[src/rtl/mc_mainfsm.sv]
// mc_mainfsm: main control FSM for the multicycle MIPS-subset core.
// Steps each instruction through fetch, decode, execute, memory and
// writeback, and Moore-decodes the datapath enables, mux selects and aluop
// from the current state. The write enables are also qualified by rst_n, so
// none of them can be high while the core is held in reset.
module mc_mainfsm (
    input  logic       clk,
    input  logic       rst_n,
    input  logic [5:0] op,
    input  logic       zero,
    input  logic       mem_ready,
    output logic       iord,
    output logic       memwrite,
    output logic       irwrite,
    output logic       regdst,
    output logic       memtoreg,
    output logic       regwrite,
    output logic       alusrca,
    output logic [1:0] alusrcb,
    output logic [1:0] pcsrc,
    output logic [1:0] aluop,
    output logic       pcen,
    output logic       instret,
    output logic [3:0] state
);

    localparam logic [5:0] OP_LW    = 6'b100011;
    localparam logic [5:0] OP_SW    = 6'b101011;
    localparam logic [5:0] OP_RTYPE = 6'b000000;
    localparam logic [5:0] OP_BEQ   = 6'b000100;
    localparam logic [5:0] OP_ADDI  = 6'b001000;
    localparam logic [5:0] OP_J     = 6'b000010;

    typedef enum logic [3:0] {
        S_FETCH   = 4'd0,
        S_DECODE  = 4'd1,
        S_MEMADR  = 4'd2,
        S_MEMRD   = 4'd3,
        S_MEMWB   = 4'd4,
        S_MEMWR   = 4'd5,
        S_RTYPEEX = 4'd6,
        S_RTYPEWB = 4'd7,
        S_BEQEX   = 4'd8,
        S_ADDIEX  = 4'd9,
        S_ADDIWB  = 4'd10,
        S_JEX     = 4'd11
    } state_t;

    state_t r_state;

    logic w_knownOp;
    logic w_irwrite;
    logic w_memwrite;
    logic w_regwrite;
    logic w_pcwrite;
    logic w_branch;
    logic w_instret;

    assign w_knownOp = (op == OP_LW) || (op == OP_SW) || (op == OP_RTYPE) ||
                       (op == OP_BEQ) || (op == OP_ADDI) || (op == OP_J);

    // State sequencing; the memory-facing states wait on mem_ready and any
    // unused encoding falls back to FETCH.
    always_ff @(posedge clk or negedge rst_n) begin
        if (!rst_n) begin
            r_state <= S_FETCH;
        end else begin
            case (r_state)
                S_FETCH:   if (mem_ready) r_state <= S_DECODE;
                S_DECODE: begin
                    case (op)
                        OP_LW, OP_SW: r_state <= S_MEMADR;
                        OP_RTYPE:     r_state <= S_RTYPEEX;
                        OP_BEQ:       r_state <= S_BEQEX;
                        OP_ADDI:      r_state <= S_ADDIEX;
                        OP_J:         r_state <= S_JEX;
                        default:      r_state <= S_FETCH;
                    endcase
                end
                S_MEMADR:  r_state <= (op == OP_SW) ? S_MEMWR : S_MEMRD;
                S_MEMRD:   if (mem_ready) r_state <= S_MEMWB;
                S_MEMWR:   if (mem_ready) r_state <= S_FETCH;
                S_RTYPEEX: r_state <= S_RTYPEWB;
                S_ADDIEX:  r_state <= S_ADDIWB;
                S_MEMWB, S_RTYPEWB, S_ADDIWB, S_BEQEX, S_JEX: r_state <= S_FETCH;
                default:   r_state <= S_FETCH;
            endcase
        end
    end

    // Moore decode of the datapath controls from the current state; only the
    // fetch/store handshakes and the NOP retire look at inputs directly.
    always_comb begin
        iord       = 1'b0;
        regdst     = 1'b0;
        memtoreg   = 1'b0;
        alusrca    = 1'b0;
        alusrcb    = 2'b00;
        pcsrc      = 2'b00;
        aluop      = 2'b00;
        w_irwrite  = 1'b0;
        w_memwrite = 1'b0;
        w_regwrite = 1'b0;
        w_pcwrite  = 1'b0;
        w_branch   = 1'b0;
        w_instret  = 1'b0;
        case (r_state)
            S_FETCH: begin
                alusrcb   = 2'b01;
                w_irwrite = mem_ready;
                w_pcwrite = mem_ready;
            end
            S_DECODE: begin
                alusrcb   = 2'b11;
                w_instret = ~w_knownOp;
            end
            S_MEMADR, S_ADDIEX: begin
                alusrca = 1'b1;
                alusrcb = 2'b10;
            end
            S_MEMRD: begin
                iord = 1'b1;
            end
            S_MEMWB: begin
                memtoreg   = 1'b1;
                w_regwrite = 1'b1;
                w_instret  = 1'b1;
            end
            S_MEMWR: begin
                iord       = 1'b1;
                w_memwrite = 1'b1;
                w_instret  = mem_ready;
            end
            S_RTYPEEX: begin
                alusrca = 1'b1;
                aluop   = 2'b10;
            end
            S_RTYPEWB: begin
                regdst     = 1'b1;
                w_regwrite = 1'b1;
                w_instret  = 1'b1;
            end
            S_BEQEX: begin
                alusrca   = 1'b1;
                aluop     = 2'b01;
                pcsrc     = 2'b01;
                w_branch  = 1'b1;
                w_instret = 1'b1;
            end
            S_ADDIWB: begin
                w_regwrite = 1'b1;
                w_instret  = 1'b1;
            end
            S_JEX: begin
                pcsrc     = 2'b10;
                w_pcwrite = 1'b1;
                w_instret = 1'b1;
            end
            default: ;
        endcase
    end

    assign irwrite  = w_irwrite & rst_n;
    assign memwrite = w_memwrite & rst_n;
    assign regwrite = w_regwrite & rst_n;
    assign instret  = w_instret & rst_n;
    assign pcen     = (w_pcwrite | (w_branch & zero)) & rst_n;
    assign state    = r_state;

endmodule

[config.mk]
export PLATFORM = sky130hd
export DESIGN_NAME = mc_mainfsm
export DESIGN_NICKNAME = d
export VERILOG_FILES = /design/src/rtl/mc_mainfsm.sv
export SDC_FILE = /design/constraint.sdc
export NUM_CORES = 1
export LEC_CHECK = 0
export BUFFER_PORTS_ARGS = -buffer_cell sky130_fd_sc_hd__buf_2
export CORE_AREA = 2 2 39 41
export CTS_CLUSTER_SIZE = 12
export DETAILED_ROUTE_END_ITERATION = 10
export DIE_AREA = 0 0 41 43
export PLACE_DENSITY = 0.82
export SLEW_MARGIN = 20
export SYNTH_ARGS = -nofsm -noshare
export SYNTH_HDL_FRONTEND = slang
export SYNTH_SLANG_ARGS = --single-unit
export TNS_END_PERCENT = 5
[constraint.sdc]
create_clock -name clk -period 2.81 [get_ports clk]
set_input_delay 0.281 -clock clk [delete_from_list [all_inputs] [get_ports clk]]
set_output_delay 0.281 -clock clk [all_outputs]
set_load 0.01 [all_outputs]
# Word level (Yosys, flattened, before mapping)
# Cells that the tools add are included.
# totals
register_bits	4
output_inout_bits	19
inputBits	10
# op_classes
bitwise	8
muxes	19
n_reduce_logical	14
n_eq_ne	19
# ops
operator	n
one-hot mux 4 bit (7 select lines)	1
one-hot mux 4 bit (5 select lines)	1
== test 4 x 3 -> 1 bit (second input constant)	4
== test 4 bit (second input constant)	4
== test 6 bit (second input constant)	2
two-way mux 4 bit	3
== test 4 x 2 -> 1 bit (second input constant)	2
two-way mux 1 bit	8
one-hot mux 2 bit (2 select lines)	2
AND 1 bit	6
== test 6 x 2 -> 1 bit (second input constant)	1
== test 6 x 3 -> 1 bit (second input constant)	1
== test 6 x 4 -> 1 bit (second input constant)	1
zero test 6 bit	1
inequality test 2 bit (second input constant)	3
one-hot mux 2 bit (3 select lines)	1
OR reduction 2 bit	3
logical OR 1 bit	5
OR reduction 5 bit	1
== test 4 x 1 -> 1 bit (second input constant)	1
zero test 4 bit	1
OR reduction 4 bit	1
two-way mux 3 bit	1
one-hot mux 1 bit (3 select lines)	1
5 further kinds	5

# Longest topological paths before layout
# Gate-level depths: netlist (run 1).
# depth
depth_word	9
depth_mapped	5

# Worst setup path before layout (run 1)
# No wires, ideal clock.
# synth_timing
path_type	register to output
start	reg r_state[2] (netlist: state[2])
end	out instret
required_ns	2.529
setup_slack_ns	1.263
path_stages_with_launch	5
n_path_buf	2
arrival_ns	1.266
cell_sequence	dfrtp_1 -> buf_2 -> clkbuf_1 -> a21boi_0 -> o31ai_1
# synth_via
elab_chain_cells	4
# synth_rtl
element	line	rtl
from (decl)	49	state_t r_state;
from (signal assigned)	80	S_MEMADR: r_state <= (op == OP_SW) ? S_MEMWR : S_MEMRD;
== test 4 bit / == test 4 x 3 -> 1 bit (equally long branches)	107	case (r_state)
OR reduction 5 bit (no source line)	n/a	
one-hot mux 1 bit (3 select lines) (*)	107	
AND 1 bit (*)	166	assign instret = w_instret & rst_n;
to (decl)	23	output logic instret,
# Mark *: on every way between the ends. The rest lies on a longest branch, timed or not.

# Final worst setup path (run 1)
# layout_timing
start	reg r_state[1] (netlist: state[1])
end	out instret
# The elaborated chain is that of the path after synthesis.

==> results of run 1 <==
[where the power goes]
| part | internal (uW) | switching, uW |
|---|---|---|
| registers | 70.4 | 55.2 |
| logic | 114 | 145 |
| clock network | 48.0 | 26.3 |
| total | 232 | 226 |
[kinds of logic (layout without fill, tap and decap cells)]
group                     after synthesis  after routing
xor gates and xnor gates                3              3
and+or+nand+nor                        39             39
DFF                                     4              4
AOI/OAI and AO/OA                      25             25
buffers and inverters                   9             35
[how the worst min path moves through the flow]
stage,cells past startpoint,to
2_1_floorplan,0,state[0]
3_3_place_gp,1,state[3]
3_5_place_dp,1,state[3]
4_1_cts,2,state[0]
5_1_grt,2,state[3]
6_report,2,state[0]
[metrics by stage]
step	std cells	hold WS [ps]	util	area [um^2]
floorplan	80	-14.6	-	578
global placement	118	108	0.511	707
detailed placement	118	112	0.511	707
CTS	122	404	0.534	739
global route	122	403	0.534	739
finish	122	399	0.534	739
[Yosys cell counts (all sizes together)]
cell / n
a21oi: 3
o31ai: 2
a21o: 2
o22a: 1
nand4: 1
dfrtp: 4
a2111oi: 1
nor3b: 1
a21boi: 2
o21ai: 9
a311o: 1
nand3: 3
nor2b: 1
buf: 4
inv: 3
and3b: 1
o211ai: 1
nor2: 11
nor3: 8
xor2: 2
nand2b: 5
and2: 1
xnor2: 1
nand2: 4
clkbuf: 2
and3: 1
a211oi: 1
nor4: 1
a32oi: 2
nor4b: 1
[final cells by class]
type / instances / area share
Tap cell: 16 / 0.0271
Timing Repair Buffer: 29 / 0.203
Clock buffer: 3 / 0.0305
Multi-Input combinational cell: 67 / 0.589
Inverter: 3 / 0.0152
Sequential cell: 4 / 0.135
[worst max-delay path: stages, from the launching register on]
cell and delay (ps):
dfrtp_1 680, nand2b_1 310, o21ai_0 110, o31ai_1 230
buf_2 160
[layer usage]
metal	up-vias	global-route usage	part of all wire
li1	347	-	-
met1	307	0.236	0.43
met2	32	0.316	0.50
met3	4	0.0157	0.050
met4	0	0.100	0.017
met5	-	0	0
==> reports/qor.csv, run 1 <==
metric,value,unit
start_util,0.418,
synth_mux_area_frac,0,
regToRegSetupSlack,1110,ps
io_pins,29,
synthDistinctLibCells,33,
core,0.00138,mm^2
final_common_cell,buf_2,
synthAdderAreaFrac,0,
finalClockSkew,7.55,ps
postCtsHoldBufs,1,
cts_max_level,1,
post-route-min-period,2010,ps
final_layout_size_suffix_gt1_frac,0.330,
power_density,620,mW/mm^2
layout_common_cells,"buf_2, nor2_1, o21ai_0",
ys_seq_area_frac,0.173,
yosys_warnings,0,
max_slew_margin,0.631,
clock-sinks,4,
tightest_slew,554,ps
viasPerCell,5.66,
rows,14,
drtAntennaViolNets,0,
seqCellArea,100,um^2
drt_iter0_drc,13,
grt_max_degree,20,
detailedPlace.worstSlack,1060,ps
drc,0,
critPathCapture,instret,
synth_area,578,um^2
root_buffer,clkbuf_4,
synth_compound_area_frac,0.327,
path_clk_slew,40,ps
avgSynthCellArea,7.23,um^2
cp.required,2530,ps
overflow,0,
status,finished clean,
largest_reg_flops,4,
wirelength,1560,um
num_vias,690,
reg2reg_to,state[2],
ir_drop,0.232,mV
wl_per_cell,12.8,um
tns,0,ps
ys_ff_latch,4,
synthCells,80,
yosysTopAreaCellShare,0.173,
fin_ws,801,ps
timing.rr.start,state[1],
dp.final_hpwl,1200,um
cp-end-kind,output port,
maxSlewViolCount,0,
die_h,43,um
crit_start,state[1],
hold_violations,0,
synthTopCellsByArea,"dfrtp_1, o21ai_0, nor2_1",
die_w,41,um
insertedDiodeCount,0,
cts.path.max_buffers,2,
cts_buffers,3,
first_pass_iters,5,
maxCapViolCount,0,
synthSimpleGateAreaFrac,0.381,
n_fill_cell,140,
grt_usage,0.193,
setup_viol,0,
p_leak,0.000336,uW
synth_top_cell_by_area,dfrtp_1,
multi_input_area,435,um^2
rr_worst_depth,4,
io_buffers,28,
post-cts-setup-buffer-count,0,
ctsResizeCount,0,
die_area,0.00176,mm^2
rsz0062_at_grt,false,
crit_arrival,1730,ps
synth_top_family_by_area,simple AND/OR/NAND/NOR gates,
fmax,498,MHz
path_class,reg -> out,
clock_latency,240,ps
power.total,458,uW
antenna_found_initial,0,
area_growth,27.9,%
hold_class,in -> async,
period_share,0.715,
grt_pass1_wl,2350,um
fin_nets,118,
synth_nets,90,
worst-path-max-fanout,17,
synthXorXnorAreaFrac,0.0455,
tritoncts,yes,
crit_path_start_kind,flip-flop,
place_congestion,0.825,
grt_pass1_vias,561,
Note: power is estimated with default switching activity, not from simulation.
==> run 2: changes to the inputs <==
--- a/config.mk
+++ b/config.mk
@@ -5,12 +5,13 @@
 export SDC_FILE = /design/constraint.sdc
 export NUM_CORES = 1
 export LEC_CHECK = 0
+export ABC_AREA = 1
 export BUFFER_PORTS_ARGS = -buffer_cell sky130_fd_sc_hd__buf_2
-export CORE_AREA = 2 2 39 41
+export CORE_MARGIN = 1
+export CORE_UTILIZATION = 38
 export CTS_CLUSTER_SIZE = 12
 export DETAILED_ROUTE_END_ITERATION = 10
-export DIE_AREA = 0 0 41 43
-export PLACE_DENSITY = 0.82
+export PLACE_DENSITY = 0.78
 export SLEW_MARGIN = 20
 export SYNTH_ARGS = -nofsm -noshare
 export SYNTH_HDL_FRONTEND = slang
==> constraint.sdc (replaced) <==
create_clock -name clk -period 1.8 [get_ports clk]
set_input_delay 0.18 -clock clk [delete_from_list [all_inputs] [get_ports clk]]
set_output_delay 0.18 -clock clk [all_outputs]
set_load 0.01 [all_outputs]
==> run 2 against run 1 <==
Against the previous run: clock power up 43%; global-route usage up 0.83 points; sequential share of layout area up 0.72 points; total power up 96%; critical path depth up 2; sequential power up 31%; largest cell class unchanged; largest power group unchanged; highest routed layer is now met3.
==> reports/qor.csv, run 2 <==
metric,value,unit
ir_drop,0.783,mV
io_buffers,28,
maxSlewViolCount,0,
finalClockSkew,4.22,ps
synth_ff_type,dfrtp_1,
yosys_warnings,0,
tightest_slew,283,ps
cp_slowest_cell,dfrtp_1,
antenna_found_initial,0,
postSynth.asyncResetShare,1.00,
start_util,0.404,
synthSimpleGateAreaFrac,0.557,
synth_mux_area_frac,0,
path_class,reg -> out,
maxCapViolCount,0,
drtAntennaViolNets,0,
critPathBufInv,2,
setup_viol,0,
max_slew_margin,0.811,
area_growth,35.2,%
synth_commonest_cells,"nand2_1, nor2_1, inv_1, nand3_1, dfrtp_1",
rr_worst_depth,7,
final_layout_size_suffix_gt1_frac,0.293,
drc,0,
fmax,606,MHz
root_buffer,clkbuf_4,
crit_arrival,1470,ps
synth_nets,112,
place_congestion,0.899,
final_common_cell,buf_2,
n_fill_cell,138,
cp-end-kind,output port,
post-route-min-period,1650,ps
power_density,1270,mW/mm^2
seqCellArea,101,um^2
tritoncts,yes,
overflow,0,
p_leak,0.000471,uW
worstPathCellList,inv_2 > nor2_1 > nand2_1 > o21ai_0 > or3_1 > buf_2,
insertedDiodeCount,0,
synth_top_cell_by_area,dfrtp_1,
largest_reg_flops,4,
die_h,39.2,um
max_stage_delay,410,ps
finish.instance_area,711,um^2
first_pass_iters,4,
rows,13,
yosysTopAreaCellShare,0.190,
crit_cells,6,
grt_usage,0.201,
cp.required,1620,ps
avgSynthCellArea,5.15,um^2
dp.final_hpwl,1120,um
ys_seq_area_frac,0.190,
synthCells,102,
synthXorXnorAreaFrac,0,
fin_nets,145,
synth_top_family_by_area,simple AND/OR/NAND/NOR gates,
multi_input_area,343,um^2
cts_buffers,3,
synthDistinctLibCells,17,
crit_path_start_kind,flip-flop,
grt_max_degree,8,
synth_compound_area_frac,0.0952,
ys_ff_latch,4,
synth_edf_count,0,
whs_path_depth,2,
wirelength,1360,um
synthTopCellsByArea,"dfrtp_1, nand2_1, nor2_1",
core,0.00130,mm^2
wl_per_cell,9.21,um
synth_area,526,um^2
power.total,900,uW
hold_violations,0,
clock_latency,230,ps
rsz0062_at_grt,false,
viasPerCell,4.93,
drt_iter0_drc,14,
cts.path.max_buffers,2,
synthAdderAreaFrac,0,
io_pins,29,
hold_class,in -> reg,
post-cts-setup-buffer-count,0,
status,finished clean,
place_area,677,um^2
worst-path-max-fanout,5,
grt_pass1_vias,564,
tns,0,ps
cts_max_level,1,
num_vias,729,
period_share,0.917,
grt_pass1_wl,2160,um
layout_common_cells,"buf_2, nor2_1, nand2_1",
clock-sinks,4,
path_delay_family,simple AND/OR/NAND/NOR gates,
path_clk_slew,30,ps
hold_ws,243,ps
die_w,39.2,um
die_area,0.00154,mm^2
## run 2: cell types whose count changed after synthesis, sizes merged, moves of 3 or more
cell	delta
buf	-3
inv	+17
nand2	+22
nand2b	-5
nand3	+11
nor2	+16
nor3	-8
o21ai	-5
## run 2: final timing paths
kind / startpoint / endpoint / slack [ps]
max: state[0] / alusrca / 150
min: mem_ready / state[2] / 240
max reg2reg: state[0] / state[2] / 550
min reg2reg: state[0] / state[0] / 630
max in group asynchronous: rst_n / state[1] / 1330
min in group asynchronous: rst_n / state[3] / 320
## run 2: final cells by class
cell class                      instances  area share
Inverter                               20       0.106
Timing Repair Buffer                   29       0.211
Tap cell                               15      0.0264
Multi-Input combinational cell         77       0.482
Sequential cell                         4       0.143
Clock buffer                            3      0.0317
## run 2: layer usage
metal / track usage / share of wire / vias up
met1: 0.266 / 0.48 / 330
met3: 0.0347 / 0.036 / 0
met4: 0.0259 / 0 / 0
met2: 0.346 / 0.48 / 20
li1: - / - / 379
met5: 0 / 0 / -
## run 2: per-stage QoR
stage | utilization | worst slack (ps) | std cells
floorplan | - | 415 | 102
global placement | 0.520 | 403 | 144
detailed placement | 0.520 | 404 | 144
CTS | 0.545 | 150 | 148
global route | 0.546 | 1.06 | 148
finish | 0.546 | 149 | 148
## run 2: where the power goes
part	leakage (uW)	internal, uW	switching (uW)
Clock	0.0000138	74.2	31.7
Combinational	0.000406	236	392
Sequential	0.0000515	125	40.6
Total	0.000471	435	465
## run 2: cells by family after synthesis
logic type,count (synthesis)
AOI/OAI and AO/OA,9
buffers and inverters,21
DFF,4
and+or+nand+nor,68
## run 2: timing repair
action / 4_1_cts / 5_1_grt
endpoints found under the setup margin: 0 / 1
gates resized for setup: 0 / 1
endpoints found under the hold margin: 4 / 0
hold buffers: 1 / 0
